===== src/rtl/hazard_sequencer_pkg.sv =====
// Shared opcode constants and sequencer state encodings for the 5-stage datapath.
// The decoder and immediate generator match on these same 12-bit codes.
package hazard_sequencer_pkg;

    localparam int OPCODE_W = 12;
    localparam int REG_W    = 5;

    // Upper 6 bits: major opcode; lower 6 bits: funct field for R-format.
    localparam logic [OPCODE_W-1:0] OP_ADD  = 12'h020;
    localparam logic [OPCODE_W-1:0] OP_SUB  = 12'h022;
    localparam logic [OPCODE_W-1:0] OP_AND  = 12'h024;
    localparam logic [OPCODE_W-1:0] OP_OR   = 12'h025;
    localparam logic [OPCODE_W-1:0] OP_XOR  = 12'h026;
    localparam logic [OPCODE_W-1:0] OP_NOR  = 12'h027;
    localparam logic [OPCODE_W-1:0] OP_SLT  = 12'h02A;
    localparam logic [OPCODE_W-1:0] OP_SLL  = 12'h000;
    localparam logic [OPCODE_W-1:0] OP_SRL  = 12'h002;
    localparam logic [OPCODE_W-1:0] OP_ANDI = 12'h300;
    localparam logic [OPCODE_W-1:0] OP_ORI  = 12'h340;
    localparam logic [OPCODE_W-1:0] OP_XORI = 12'h380;
    localparam logic [OPCODE_W-1:0] OP_ADDI = 12'h200;
    localparam logic [OPCODE_W-1:0] OP_SLTI = 12'h280;
    localparam logic [OPCODE_W-1:0] OP_LW   = 12'h8C0;
    localparam logic [OPCODE_W-1:0] OP_SW   = 12'hAC0;
    localparam logic [OPCODE_W-1:0] OP_BEQ  = 12'h100;
    localparam logic [OPCODE_W-1:0] OP_BNE  = 12'h140;
    localparam logic [OPCODE_W-1:0] OP_J    = 12'h080;

    typedef enum logic [1:0] {
        ST_RUN        = 2'd0,
        ST_LOAD_STALL = 2'd1,
        ST_FLUSH      = 2'd2,
        ST_MEM_WAIT   = 2'd3
    } state_e;

endpackage


===== src/rtl/hazard_sequencer_src_use_decode.sv =====
// Combinational opcode -> source-register usage decode; shared with the forwarding unit.
module src_use_decode
    import hazard_sequencer_pkg::*;
#(
    parameter int OPC_W = OPCODE_W
) (
    input  logic [OPC_W-1:0] opcode_i,
    output logic             rs_used_o,
    output logic             rt_used_o
);

    // Classify the ID opcode by which register fields it actually reads.
    always_comb begin
        rs_used_o = 1'b0;
        rt_used_o = 1'b0;
        case (opcode_i)
            OP_ADD, OP_SUB, OP_AND, OP_OR, OP_XOR, OP_NOR, OP_SLT: begin
                rs_used_o = 1'b1;
                rt_used_o = 1'b1;
            end
            OP_SLL, OP_SRL: begin
                rs_used_o = 1'b0;
                rt_used_o = 1'b1;
            end
            OP_SW, OP_BEQ, OP_BNE: begin
                rs_used_o = 1'b1;
                rt_used_o = 1'b1;
            end
            OP_ANDI, OP_ORI, OP_XORI, OP_ADDI, OP_SLTI, OP_LW: begin
                rs_used_o = 1'b1;
                rt_used_o = 1'b0;
            end
            OP_J: begin
                rs_used_o = 1'b0;
                rt_used_o = 1'b0;
            end
            default: begin
                rs_used_o = 1'b0;
                rt_used_o = 1'b0;
            end
        endcase
    end

endmodule


===== src/rtl/hazard_sequencer.sv =====
// Pipeline control sequencer: load-use stalls, taken-branch flushes and data-memory freezes,
// plus a saturating stall-cycle counter.
module hazard_sequencer
    import hazard_sequencer_pkg::*;
#(
    parameter int OPC_W          = OPCODE_W,
    parameter int REG_AW         = REG_W,
    parameter int BRANCH_PENALTY = 1,
    parameter int CNT_W          = 16
) (
    input  logic              clk,
    input  logic              rst,
    input  logic [OPC_W-1:0]  id_opcode,
    input  logic [REG_AW-1:0] id_rs,
    input  logic [REG_AW-1:0] id_rt,
    input  logic              ex_memread,
    input  logic [REG_AW-1:0] ex_rd,
    input  logic              ex_branch_taken,
    input  logic              dmem_busy,
    output logic              pc_write,
    output logic              ifid_write,
    output logic              ifid_flush,
    output logic              idex_write,
    output logic              idex_bubble,
    output logic              exmem_write,
    output logic [CNT_W-1:0]  stall_count
);

    localparam logic [2:0] FLUSH_RELOAD = 3'(BRANCH_PENALTY - 1);

    state_e            state_q, state_d;
    state_e            saved_q, saved_d;
    state_e            eff_state_s;
    logic [2:0]        flush_cnt_q, flush_cnt_d;
    logic [CNT_W-1:0]  stall_count_q;
    logic              rs_used_s, rt_used_s;
    logic              hit_s;
    logic              stall_cycle_s;

    src_use_decode #(.OPC_W(OPC_W)) u_src_use_decode (
        .opcode_i  (id_opcode),
        .rs_used_o (rs_used_s),
        .rt_used_o (rt_used_s)
    );

    assign hit_s = ex_memread && (ex_rd != {REG_AW{1'b0}}) &&
                   ((rs_used_s && (ex_rd == id_rs)) || (rt_used_s && (ex_rd == id_rt)));

    // Next state and pipeline controls; a freeze resumes from the saved state.
    always_comb begin
        state_d     = state_q;
        saved_d     = saved_q;
        flush_cnt_d = flush_cnt_q;
        eff_state_s = (state_q == ST_MEM_WAIT) ? saved_q : state_q;
        pc_write    = 1'b1;
        ifid_write  = 1'b1;
        ifid_flush  = 1'b0;
        idex_write  = 1'b1;
        idex_bubble = 1'b0;
        exmem_write = 1'b1;
        if (!rst) begin
            pc_write    = 1'b0;
            ifid_write  = 1'b0;
            ifid_flush  = 1'b1;
            idex_write  = 1'b0;
            idex_bubble = 1'b1;
            exmem_write = 1'b0;
        end else if (dmem_busy) begin
            pc_write    = 1'b0;
            ifid_write  = 1'b0;
            idex_write  = 1'b0;
            exmem_write = 1'b0;
            saved_d     = eff_state_s;
            state_d     = ST_MEM_WAIT;
        end else if (ex_branch_taken) begin
            // A branch overrides any load-use hit: the ID instruction is wrong-path.
            ifid_flush  = 1'b1;
            idex_bubble = 1'b1;
            if (BRANCH_PENALTY > 1) begin
                flush_cnt_d = FLUSH_RELOAD;
                state_d     = ST_FLUSH;
            end else begin
                flush_cnt_d = 3'd0;
                state_d     = ST_RUN;
            end
        end else begin
            case (eff_state_s)
                ST_FLUSH: begin
                    ifid_flush  = 1'b1;
                    flush_cnt_d = (flush_cnt_q != 3'd0) ? (flush_cnt_q - 3'd1) : 3'd0;
                    state_d     = (flush_cnt_q <= 3'd1) ? ST_RUN : ST_FLUSH;
                end
                ST_LOAD_STALL: begin
                    // EX now holds the bubble, so the same load cannot stall ID again.
                    state_d = ST_RUN;
                end
                default: begin
                    if (hit_s) begin
                        pc_write    = 1'b0;
                        ifid_write  = 1'b0;
                        idex_bubble = 1'b1;
                        state_d     = ST_LOAD_STALL;
                    end else begin
                        state_d = ST_RUN;
                    end
                end
            endcase
        end
    end

    assign stall_cycle_s = !pc_write || ifid_flush;

    // State, saved-state and flush-counter registers.
    always_ff @(posedge clk or negedge rst) begin
        if (!rst) begin
            state_q     <= ST_RUN;
            saved_q     <= ST_RUN;
            flush_cnt_q <= 3'd0;
        end else begin
            state_q     <= state_d;
            saved_q     <= saved_d;
            flush_cnt_q <= flush_cnt_d;
        end
    end

    // Saturating count of cycles that stall or flush the front end.
    always_ff @(posedge clk or negedge rst) begin
        if (!rst) begin
            stall_count_q <= {CNT_W{1'b0}};
        end else if (stall_cycle_s && (stall_count_q != {CNT_W{1'b1}})) begin
            stall_count_q <= stall_count_q + {{(CNT_W-1){1'b0}}, 1'b1};
        end else begin
            stall_count_q <= stall_count_q;
        end
    end

    assign stall_count = stall_count_q;

endmodule

===== config.mk =====
export PLATFORM = sky130hd
export DESIGN_NAME = hazard_sequencer
export DESIGN_NICKNAME = d
export VERILOG_FILES = /design/src/rtl/hazard_sequencer_pkg.sv /design/src/rtl/hazard_sequencer_src_use_decode.sv /design/src/rtl/hazard_sequencer.sv
export SDC_FILE = /design/constraint.sdc
export NUM_CORES = 1
export LEC_CHECK = 0
export CORE_ASPECT_RATIO = 1.5
export CORE_MARGIN = 2
export CORE_UTILIZATION = 38
export DETAILED_ROUTE_END_ITERATION = 8
export PLACE_DENSITY = 0.74
export SLEW_MARGIN = 15
export SYNTH_ARGS = -nofsm -noshare
export SYNTH_HDL_FRONTEND = slang
export SYNTH_SLANG_ARGS = --single-unit

===== constraint.sdc =====
create_clock -name clk -period 2.76 [get_ports clk]
set_input_delay 0.414 -clock clk [delete_from_list [all_inputs] [get_ports clk]]
set_output_delay 0.414 -clock clk [all_outputs]
set_load 0.02 [all_outputs]

==> reports/results.ini, run 1 <==
[synth]
ys_ff_latch = 23
async_flop_share_pct = 100
synthSimpleGateAreaFrac_pct = 26.6
synth_cells = 162
synthXorXnorAreaFrac_pct = 14.2
syn_nets = 198
yosys-top-cells-count = dfrtp_1 (23), xnor2_1 (15), nand2_1 (12)
syn_area_um2 = 1480
synth_compound_area_share_pct = 10.2
synth_fa_ha_area_share_pct = 3.39
synth-edff-count = 0
seq_area_frac_synth_pct = 39.0
yosys_warnings = 0
yosysMostFrequentCell = dfrtp_1
postSynthAreaPerCell_um2 = 9.12
yosys-top-cells-area = dfrtp_1 (39%), xnor2_1 (8.9%), xor2_1 (5.3%)
ys_types = 35
synthMuxAreaShare_pct = 2.29
yosys.area.top_type = dfrtp_1
yosysTopAreaCellShare_pct = 39.0
synth_top_family_by_area = simple AND/OR/NAND/NOR gates
ys.flop_type = dfrtp_1

[clock_tree]
cts_max_path_buffers = 2
insertion_delay_ps = 260
cts_made_buffers = 3
root_buffer = clkbuf_8
cts.sinks = 23
cts_tree = done
htreeDepth = 1
path_clk_slew_ps = 80

[setup_path]
worstPathRequired_ps = 2350
path_buf_inv = 2
crit_arrival_ps = 2200
path_cells = clkdlybuf4s50_1 -> and3_1 -> and4_1 -> a21oi_1 -> nor3_1 -> a21oi_1 -> a21oi_2 -> a21oi_2 -> buf_4
cp_top_family = compound AO/OA/AOI/OAI gates
critPathKind = in -> out
worstReg2RegStart = state_q[1]
cp-start-kind = input port
timing.rr.end = stall_count[1]
endpoint_kind = output pin
crit_fanout = 3
r2r_setup_slack_ps = 350
critPathSlowestCell = clkdlybuf4s50_1
cpPeakStageDelay_ps = 450
rr_worst_depth = 10

[power_and_ir_drop]
power_w = 0.00119
vdd_drop_max_v = 0.000332
p_leak_nw = 1.02
powerDensity_nw_per_um2 = 517

[timing]
finalCritPeriodShare_pct = 94.8
worst_slew_pin_slew_ps = 568
maxSlewHeadroom_pct = 62.1
fin_crit_ps = 2620
hold_viol = 0
fin_ws_ps = 144
slew_violations = 0
setup_viol_count_final = 0
max_freq_ghz = 0.382
fin_worst_skew_ps = 1.52
rsz0062_at_grt = true

[route]
post-route-drc-count = 0
dr.first_iter.drc_count = 32
num_vias = 1438
viasPerCell = 5.17
ant_nets = 0
dr.pass1.iters = 4
wl_mm = 3.42
wl_per_cell_um = 12.3

[place]
post-place-ws_ps = -517
dp.cells = 273
dp_hpwl_mm = 2.67
place.gp.congestion = 0.778
port_buffers = 53

[min_path]
worst_hold_path_type = in -> async

[flow_run]
drv_cap = 0

[global_route]
gr-total-overflow = 0
grt_pass1_vias = 1411
grt_usage_pct = 17.0
grt_pass1_wl_mm = 5.73
antenna_found_initial = 0
grt_max_degree = 26

[die]
core_area_um2 = 3720
rows = 27
fp.dieH_um = 80.4
io_pins = 54
die_area_um2 = 4410
start_util_pct = 39.8
die_x_um = 54.9

[final_layout]
layout.nets = 272
fin_cells = 278
syn_to_final_growth_pct = 56.1
drive_above_1_share_pct = 19.6
antennaDiodeCount = 0

[status]
status = finished clean

[logic make-up after synthesis]
kind of cell | after synthesis
xor gates and xnor gates | 24
buffers and inverters | 13
DFF | 23
adders and majority gates | 4
muxes | 3
AOI/OAI and AO/OA | 25
and+or+nand+nor | 70
[placed cells by master (no fill, tap or decap), types with 8 or more instances in the layout]
cell / instances
nand3_1: 11
nand2_1: 12
clkdlybuf4s50_1: 39
dfrtp_1: 23
inv_1: 9
o21ai_0: 8
xor2_1: 9
buf_4: 21
nor2_1: 10
dlymetal6s2s_1: 10
nand4_1: 10
xnor2_1: 15
[sequential cells by signal, summed over array words and instances (netlist names)]
name,count
saved_q,2
state_q,2
flush_cnt_q,3
stall_count,16
[where the power goes]
group | internal [W] | total, W | switching [W]
Combinational | 0.000258 | 0.000487 | 0.000228
Sequential | 0.000411 | 0.000497 | 0.0000854
Clock | 0.000101 | 0.000208 | 0.000108
Total | 0.000771 | 0.00119 | 0.000421
[what timing repair did]
| item | in CTS | in global routing |
|---|---|---|
| buffers inserted | 0 | 1 |
| setup endpoints to repair | 3 | 13 |
| pin swaps | 0 | 11 |
| hold buffers | 0 | 0 |
| resized for setup | 18 | 25 |
[final cells by class]
type	count	area, µm²
tap	43	53.8
inverter	10	37.5
sequential	23	576
clock buffer	3	41.3
fill	333	1410
clock inverter	1	5.00
timing repair buffer	72	693
multi-input combinational	126	901
[layer usage]
metal	vias up	wire length (µm)	global-route usage, %
met5	-	0	0
met2	35	1900	31.2
met3	4	130	1.86
met1	681	1340	18.4
met4	0	49	7.32
li1	718	-	-
[worst register-to-register path, delay by kind of cell, from the launching register on]
| kind | cells | cell delay, ps |
|---|---|---|
| compound gates | 3 | 320 |
| fa+ha+maj | 1 | 280 |
| buf+inv | 2 | 230 |
| flops | 1 | 380 |
| mux | 1 | 400 |
| simple gates | 3 | 690 |
[through the flow]
step           setup TNS [ps]  utilization (%)  hold WS [ps]  cell area (µm²)
2_1_floorplan               0                -           118             1480
3_3_place_gp            -2330             58.4           459             2170
3_5_place_dp            -2210             58.4           487             2170
4_1_cts                     0             59.7           349             2220
5_1_grt                 -26.8             62.1           369             2310
6_report                    0             62.1           352             2310
[worst max path at each step]
stage,startpoint,endpoint,slack [ps],cells past startpoint
2_1_floorplan,ex_rd[0],pc_write,200,8
3_3_place_gp,id_opcode[5],idex_bubble,-480,10
3_5_place_dp,ex_rd[0],ifid_write,-520,9
4_1_cts,id_opcode[1],idex_bubble,7,10
5_1_grt,state_q[1],idex_bubble,-30,11
6_report,id_opcode[11],ifid_write,140,9
(Power assumes the default switching activity.)
==> run 2, diff against run 1 <==
Settings changed: CELL_PAD_IN_SITES_DETAIL_PLACEMENT set to 0, CELL_PAD_IN_SITES_GLOBAL_PLACEMENT set to 1, CORE_UTILIZATION 38 to 32, PLACE_DENSITY 0.74 to 0.83.
==> run 2 against run 1 <==
Net effect: die area up 18%; non-clock buffer count rose by 3; final area up 1.8%; clock power fell by 3%; critical path depth increased by 1; register-to-register slack worse by 30 ps; count of clock-buffer cells in the layout is 1 higher; fmax is 0.49% higher; critical path type unchanged.
==> reports/results.ini, run 2 (synthesis results as in run 1) <==
[status]
status = finished clean  ; unchanged

[timing]
maxSlewHeadroom_pct = 60.6  ; was 62.1%
hold_ws_ps = 499  ; was 352 ps
max_freq_ghz = 0.384  ; was 0.382 GHz
slew_violations = 0  ; unchanged
setup-tns-final_ps = 0  ; unchanged
hold_viol = 0  ; unchanged
fin_crit_ps = 2600  ; was 2620 ps
fin_worst_skew_ps = 2.44  ; was 1.52 ps
worst_slew_pin_slew_ps = 590  ; was 568 ps
finalCritPeriodShare_pct = 94.3  ; was 94.8%
setup_viol_count_final = 0  ; unchanged

[clock_tree]
insertion_delay_ps = 250  ; was 260 ps
cts_made_buffers = 3  ; unchanged
cts_tree = done  ; unchanged
cts.sinks = 23  ; unchanged
root_buffer = clkbuf_8  ; unchanged
path_clk_slew_ps = 80  ; about the same
htreeDepth = 1  ; unchanged
cts_max_path_buffers = 2  ; unchanged

[route]
wl_mm = 3.51  ; was 3.42 mm
dr.pass1.iters = 4  ; unchanged
viasPerCell = 4.95  ; was 5.17
num_vias = 1417  ; was 1,438
drt-met1-wl_mm = 1.37  ; was 1.34 mm
dr_wl_met2_mm = 1.95  ; was 1.90 mm
ant_nets = 0  ; unchanged
post-route-drc-count = 0  ; unchanged
wl_per_cell_um = 12.3  ; about the same
highest_layer = met4  ; unchanged
dr.first_iter.drc_count = 26  ; was 32
wl_met3_um = 147  ; was 130 µm

[setup_path]
critPathSlowestCell = clkdlybuf4s50_1  ; unchanged
worstPathRequired_ps = 2350  ; about the same
critPathLaunch = id_opcode[7]  ; was id_opcode[11]
endpoint_kind = output pin  ; unchanged
cp_top_family = buffers and inverters  ; was compound AO/OA/AOI/OAI gates
crit_fanout = 3  ; unchanged
path_cells = clkdlybuf4s50_1 -> and3_1 -> nand3b_1 -> and3_1 -> o2bb2ai_2 -> a21oi_2 -> a21oi_2 -> nor2_1 -> o21ai_1 -> buf_4  ; was clkdlybuf4s50_1 -> and3_1 -> and4_1 -> a21oi_1 -> nor3_1 -> a21oi_1 -> a21oi_2 -> a21oi_2 -> buf_4
cp-start-kind = input port  ; unchanged
critPathKind = in -> out  ; unchanged
cpPeakStageDelay_ps = 520  ; was 450 ps
worstReg2RegStart = state_q[1]  ; unchanged
path_buf_inv = 2  ; unchanged
crit_arrival_ps = 2190  ; was 2200 ps

[place]
dp.cells = 281  ; was 273
dp_hpwl_mm = 2.80  ; was 2.67 mm
placed_area_um2 = 2200  ; was 2170 µm²
port_buffers = 53  ; unchanged
place.gp.congestion = 0.829  ; was 0.778

[global_route]
antenna_found_initial = 0  ; unchanged
grt_max_degree = 28  ; was 26
grt_pass1_wl_mm = 5.74  ; was 5.73 mm
grt_usage_pct = 14.0  ; was 17.0%
gr-total-overflow = 0  ; unchanged
grt_pass1_vias = 1378  ; was 1,411

[final_layout]
stdcell_area_um2 = 2350  ; was 2310 µm²
final_common_cell = clkdlybuf4s50_1  ; unchanged
antennaDiodeCount = 0  ; unchanged
fill_cells = 426  ; was 333
fin_cells = 286  ; was 278
drive_above_1_share_pct = 21.8  ; was 19.6%
syn_to_final_growth_pct = 58.9  ; was 56.1%
largest_register_ffs = 16  ; unchanged
mostFrequentLayoutCells = clkdlybuf4s50_1 (39), buf_4 (25), dfrtp_1 (23)  ; was clkdlybuf4s50_1 (39), dfrtp_1 (23), buf_4 (21)
layout.nets = 275  ; was 272
final_util_pct = 52.6  ; was 62.1%

[min_path]
worst_hold_path_type = reg -> reg  ; was in -> async
hp-start = stall_count[11]

[flow_run]
drv_cap = 0  ; unchanged

[die]
core_area_um2 = 4470  ; was 3720 µm²
start_util_pct = 33.1  ; was 39.8%
die_area_um2 = 5190  ; was 4410 µm²
io_pins = 54  ; unchanged
rows = 30  ; was 27
die_x_um = 59.5  ; was 54.9 µm
fp.dieH_um = 87.2  ; was 80.4 µm

[power_and_ir_drop]
powerDensity_nw_per_um2 = 506  ; was 517 nW/µm²
vdd_drop_max_v = 0.000182  ; was 0.000332 V
p_leak_nw = 1.04  ; was 1.02 nW

-- run 2: layout make-up --
| class | count | area [µm²] | share of cell area [%] |
|---|---|---|---|
| multi-input cells | 126 | 915 | 38.9 |
| repair buffers | 75 | 716 | 30.5 |
| flip-flops and latches | 23 | 576 | 24.5 |
| clock buffers | 4 | 45.0 | 1.92 |
| inverters | 10 | 37.5 | 1.60 |
| well taps | 48 | 60.1 | 2.56 |
-- run 2: what timing repair did --
item,CTS,global route
cloned,0,0
hold buffers,0,0
resized for setup,18,28
pin swaps,0,11
endpoints found under the setup margin,3,15
buffers inserted,0,1
-- run 2: path summary, 6_finish.rpt --
path	slack, ps	cells past startpoint	to
max	160	10	idex_bubble
min	500	1	stall_count[11]
max reg2reg	320	10	stall_count[1]
min reg2reg	500	1	stall_count[11]
max in group asynchronous	1900	2	stall_count[13]
min in group asynchronous	630	2	stall_count[10]
-- run 2: layer usage --
layer | track usage (%) | up-vias
li1 | - | 730
met1 | 15.6 | 647
met4 | 4.75 | 0
met2 | 26.1 | 38
met3 | 1.93 | 2
met5 | 0 | -
-- run 2: stage by stage --
step	setup WS (ps)	power, W
floorplan	198	0.000744
global placement	-485	0.000980
detailed placement	-510	0.000984
CTS	4.10	0.00119
global route	-14.6	0.00127
finish	157	0.00119
-- run 2: worst reg2reg max path: cells and delay by family, from the launching register on --
kind	cells	cell delay [ps]
mux	1	400
flops	1	370
compound gates	3	320
simple gates	3	730
fa+ha+maj	1	270
buf+inv	2	240
-- run 2: where the power goes --
| group | internal (W) | switching [W] | total (W) |
|---|---|---|---|
| Sequential | 0.000412 | 0.0000837 | 0.000495 |
| Clock | 0.000103 | 0.0000996 | 0.000202 |
| Combinational | 0.000261 | 0.000229 | 0.000490 |
| Total | 0.000775 | 0.000412 | 0.00119 |
==> run 3, diff against run 2 <==
Settings changed: CORE_MARGIN 2 to unset.
==> run 3 against run 2 <==
Net effect: the run now ends with DRC left; core utilization rose by 0.83 points; cell count fell by 0.35%; register-to-register slack improved by 130 ps; via count rose by 3.3%; sequential power fell by 0.8%; flip-flop and latch count did not move; critical endpoint unchanged.
==> reports/results.ini, run 3 (synthesis results as in run 1) <==
[status]
status = finished, violations left  ; was finished clean
violations = DRC

[timing]
rsz0062_at_grt = true
max_freq_ghz = 0.376  ; was 0.384 GHz
hold_viol = 0  ; unchanged
fin_worst_skew_ps = 5.00  ; was 2.44 ps
finalCritPeriodShare_pct = 96.4  ; was 94.3%
fin_crit_ps = 2660  ; was 2600 ps
setup_viol_count_final = 0  ; unchanged
maxSlewHeadroom_pct = 79.1  ; was 60.6%
worst_slew_pin_slew_ps = 314  ; was 590 ps
slew_violations = 0  ; unchanged

[clock_tree]
ctsHoldBuffers = 0  ; unchanged
path_clk_slew_ps = 80  ; about the same
cts.sinks = 23  ; unchanged
cts_tree = done  ; unchanged
cts_made_buffers = 3  ; unchanged
cts_max_path_buffers = 2  ; unchanged
htreeDepth = 1  ; unchanged
root_buffer = clkbuf_8  ; unchanged
insertion_delay_ps = 260  ; was 250 ps
post_cts_buffers = 0  ; unchanged

[power_and_ir_drop]
powerDensity_nw_per_um2 = 518  ; was 506 nW/µm²
vdd_drop_max_v = 0.000240  ; was 0.000182 V
p_leak_nw = 0.995  ; was 1.04 nW
p_int_w = 0.000779  ; was 0.000775 W
p_sw_share_pct = 34.8  ; was 34.7%
p_sw_w = 0.000416  ; was 0.000412 W
seqPwrFrac_pct = 41.1  ; was 41.7%
pwr-share-clk_pct = 17.3  ; was 17.0%
pwr-share-comb_pct = 41.6  ; was 41.3%

[global_route]
gr-total-overflow = 0  ; unchanged
grt_usage_pct = 15.6  ; was 14.0%
grt_pass1_vias = 1446  ; was 1,378
grt_max_degree = 27  ; was 28
antenna_found_initial = 0  ; unchanged
grt_pass1_wl_mm = 6.16  ; was 5.74 mm

[setup_path]
worstPathRequired_ps = 2350  ; about the same
cp-start-kind = register  ; was input port
worstReg2RegStart = state_q[1]  ; unchanged
crit_arrival_ps = 2250  ; was 2190 ps
critPathKind = reg -> out  ; was in -> out
timing.rr.end = stall_count[1]  ; unchanged
endpoint_kind = output pin  ; unchanged
rr_worst_depth = 11  ; was 10
crit_fanout = 3  ; unchanged
r2r_setup_slack_ps = 450  ; was 320 ps

[route]
dr.pass1.iters = 6  ; was 4
post-route-drc-count = 2  ; was 0
wl_mm = 3.44  ; was 3.51 mm
viasPerCell = 5.14  ; was 4.95
dr.first_iter.drc_count = 33  ; was 26
ant_nets = 0  ; unchanged
num_vias = 1464  ; was 1,417
wl_per_cell_um = 12.1  ; was 12.3 µm

[die]
io_pins = 54  ; unchanged
fp.dieH_um = 85.2  ; was 87.2 µm
die_area_um2 = 4900  ; was 5190 µm²
rows = 29  ; was 30
start_util_pct = 34.2  ; was 33.1%
die_x_um = 57.5  ; was 59.5 µm
core_area_um2 = 4320  ; was 4470 µm²

[place]
port_buffers = 53  ; unchanged
dp.cells = 281  ; unchanged
dp_hpwl_mm = 2.85  ; was 2.80 mm
place.gp.congestion = 0.835  ; was 0.829

[final_layout]
final_common_cell = clkdlybuf4s50_1  ; unchanged
mostFrequentLayoutCells = clkdlybuf4s50_1 (45), buf_4 (25), dfrtp_1 (23)  ; was clkdlybuf4s50_1 (39), buf_4 (25), dfrtp_1 (23)
syn_to_final_growth_pct = 56.1  ; was 58.9%
fill_cells = 400  ; was 426
largest_register_ffs = 16  ; unchanged
antennaDiodeCount = 0  ; unchanged
drive_above_1_share_pct = 18.0  ; was 21.8%
fin_cells = 285  ; was 286
layout.nets = 276  ; was 275
final_util_pct = 53.4  ; was 52.6%

[min_path]
worst_hold_path_type = reg -> reg  ; unchanged
hold_depth = 2  ; was 1
hp-start = saved_q[0]  ; was stall_count[11]
hold_path_end = saved_q[0]  ; was stall_count[11]

[flow_run]
drv_cap = 0  ; unchanged

run 3: power groups by stage:
stage / Sequential [W] / Clock, W / Combinational, W
after CTS: 0.000493 / 0.000215 / 0.000503
after floorplan: 0.000550 / 0 / 0.000194
after global routing: 0.000505 / 0.000232 / 0.000549
after global placement: 0.000499 / 0 / 0.000492
after detailed placement: 0.000500 / 0 / 0.000500
final: 0.000491 / 0.000207 / 0.000497
run 3: worst max-delay path by stage:
stage / start / slack, ps / to
6_report: state_q[1] / 100 / idex_bubble
5_1_grt: state_q[1] / -60 / idex_bubble
4_1_cts: id_opcode[0] / 0.2 / idex_bubble
3_5_place_dp: ex_rd[0] / -550 / ifid_write
3_3_place_gp: ex_rd[0] / -560 / ifid_write
2_1_floorplan: ex_rd[0] / 200 / pc_write
run 3: stage by stage:
step | hold WS (ps) | power (W) | setup TNS (ps) | setup WS (ps) | cell area, µm²
floorplan | 118 | 0.000744 | 0 | 198 | 1480
global placement | 456 | 0.000992 | -1600 | -563 | 2220
detailed placement | 472 | 0.00100 | -1590 | -549 | 2220
CTS | 490 | 0.00121 | 0 | 0.206 | 2280
global route | 505 | 0.00129 | -57.0 | -57.0 | 2310
finish | 483 | 0.00120 | 0 | 99.8 | 2310
run 3: per-layer routing:
layer  vias to the layer above  wire length (µm)  track usage (%)
met1                       695              1330             17.0
met4                         0                48             5.99
li1                        727                 -                -
met3                         4               144             1.68
met2                        38              1920             29.9
met5                         -                 0                0
run 3: timing repair:
action / CTS / global route
pin swaps: 2 / 3
setup endpoints to repair: 3 / 3
resized for setup: 20 / 8
run 3: cell type report:
cell class	count	area, µm²	area share, %
sequential	23	576	25.0
tap	46	57.6	2.50
clock inverter	1	5.00	0.217
clock buffer	3	41.3	1.79
inverter	10	37.5	1.63
multi-input combinational	126	868	37.7
timing repair buffer	76	721	31.3
run 3: worst max-delay path: stages (launching register included):
cell	delay, ps
dfrtp_1	370
inv_1	80
o21ai_0	120
ha_1	340
o311a_1	200
nand4b_1	130
nor3_1	150
a21oi_1	70
a21oi_2	170
nor2_1	60
o21ai_1	140
buf_4	160
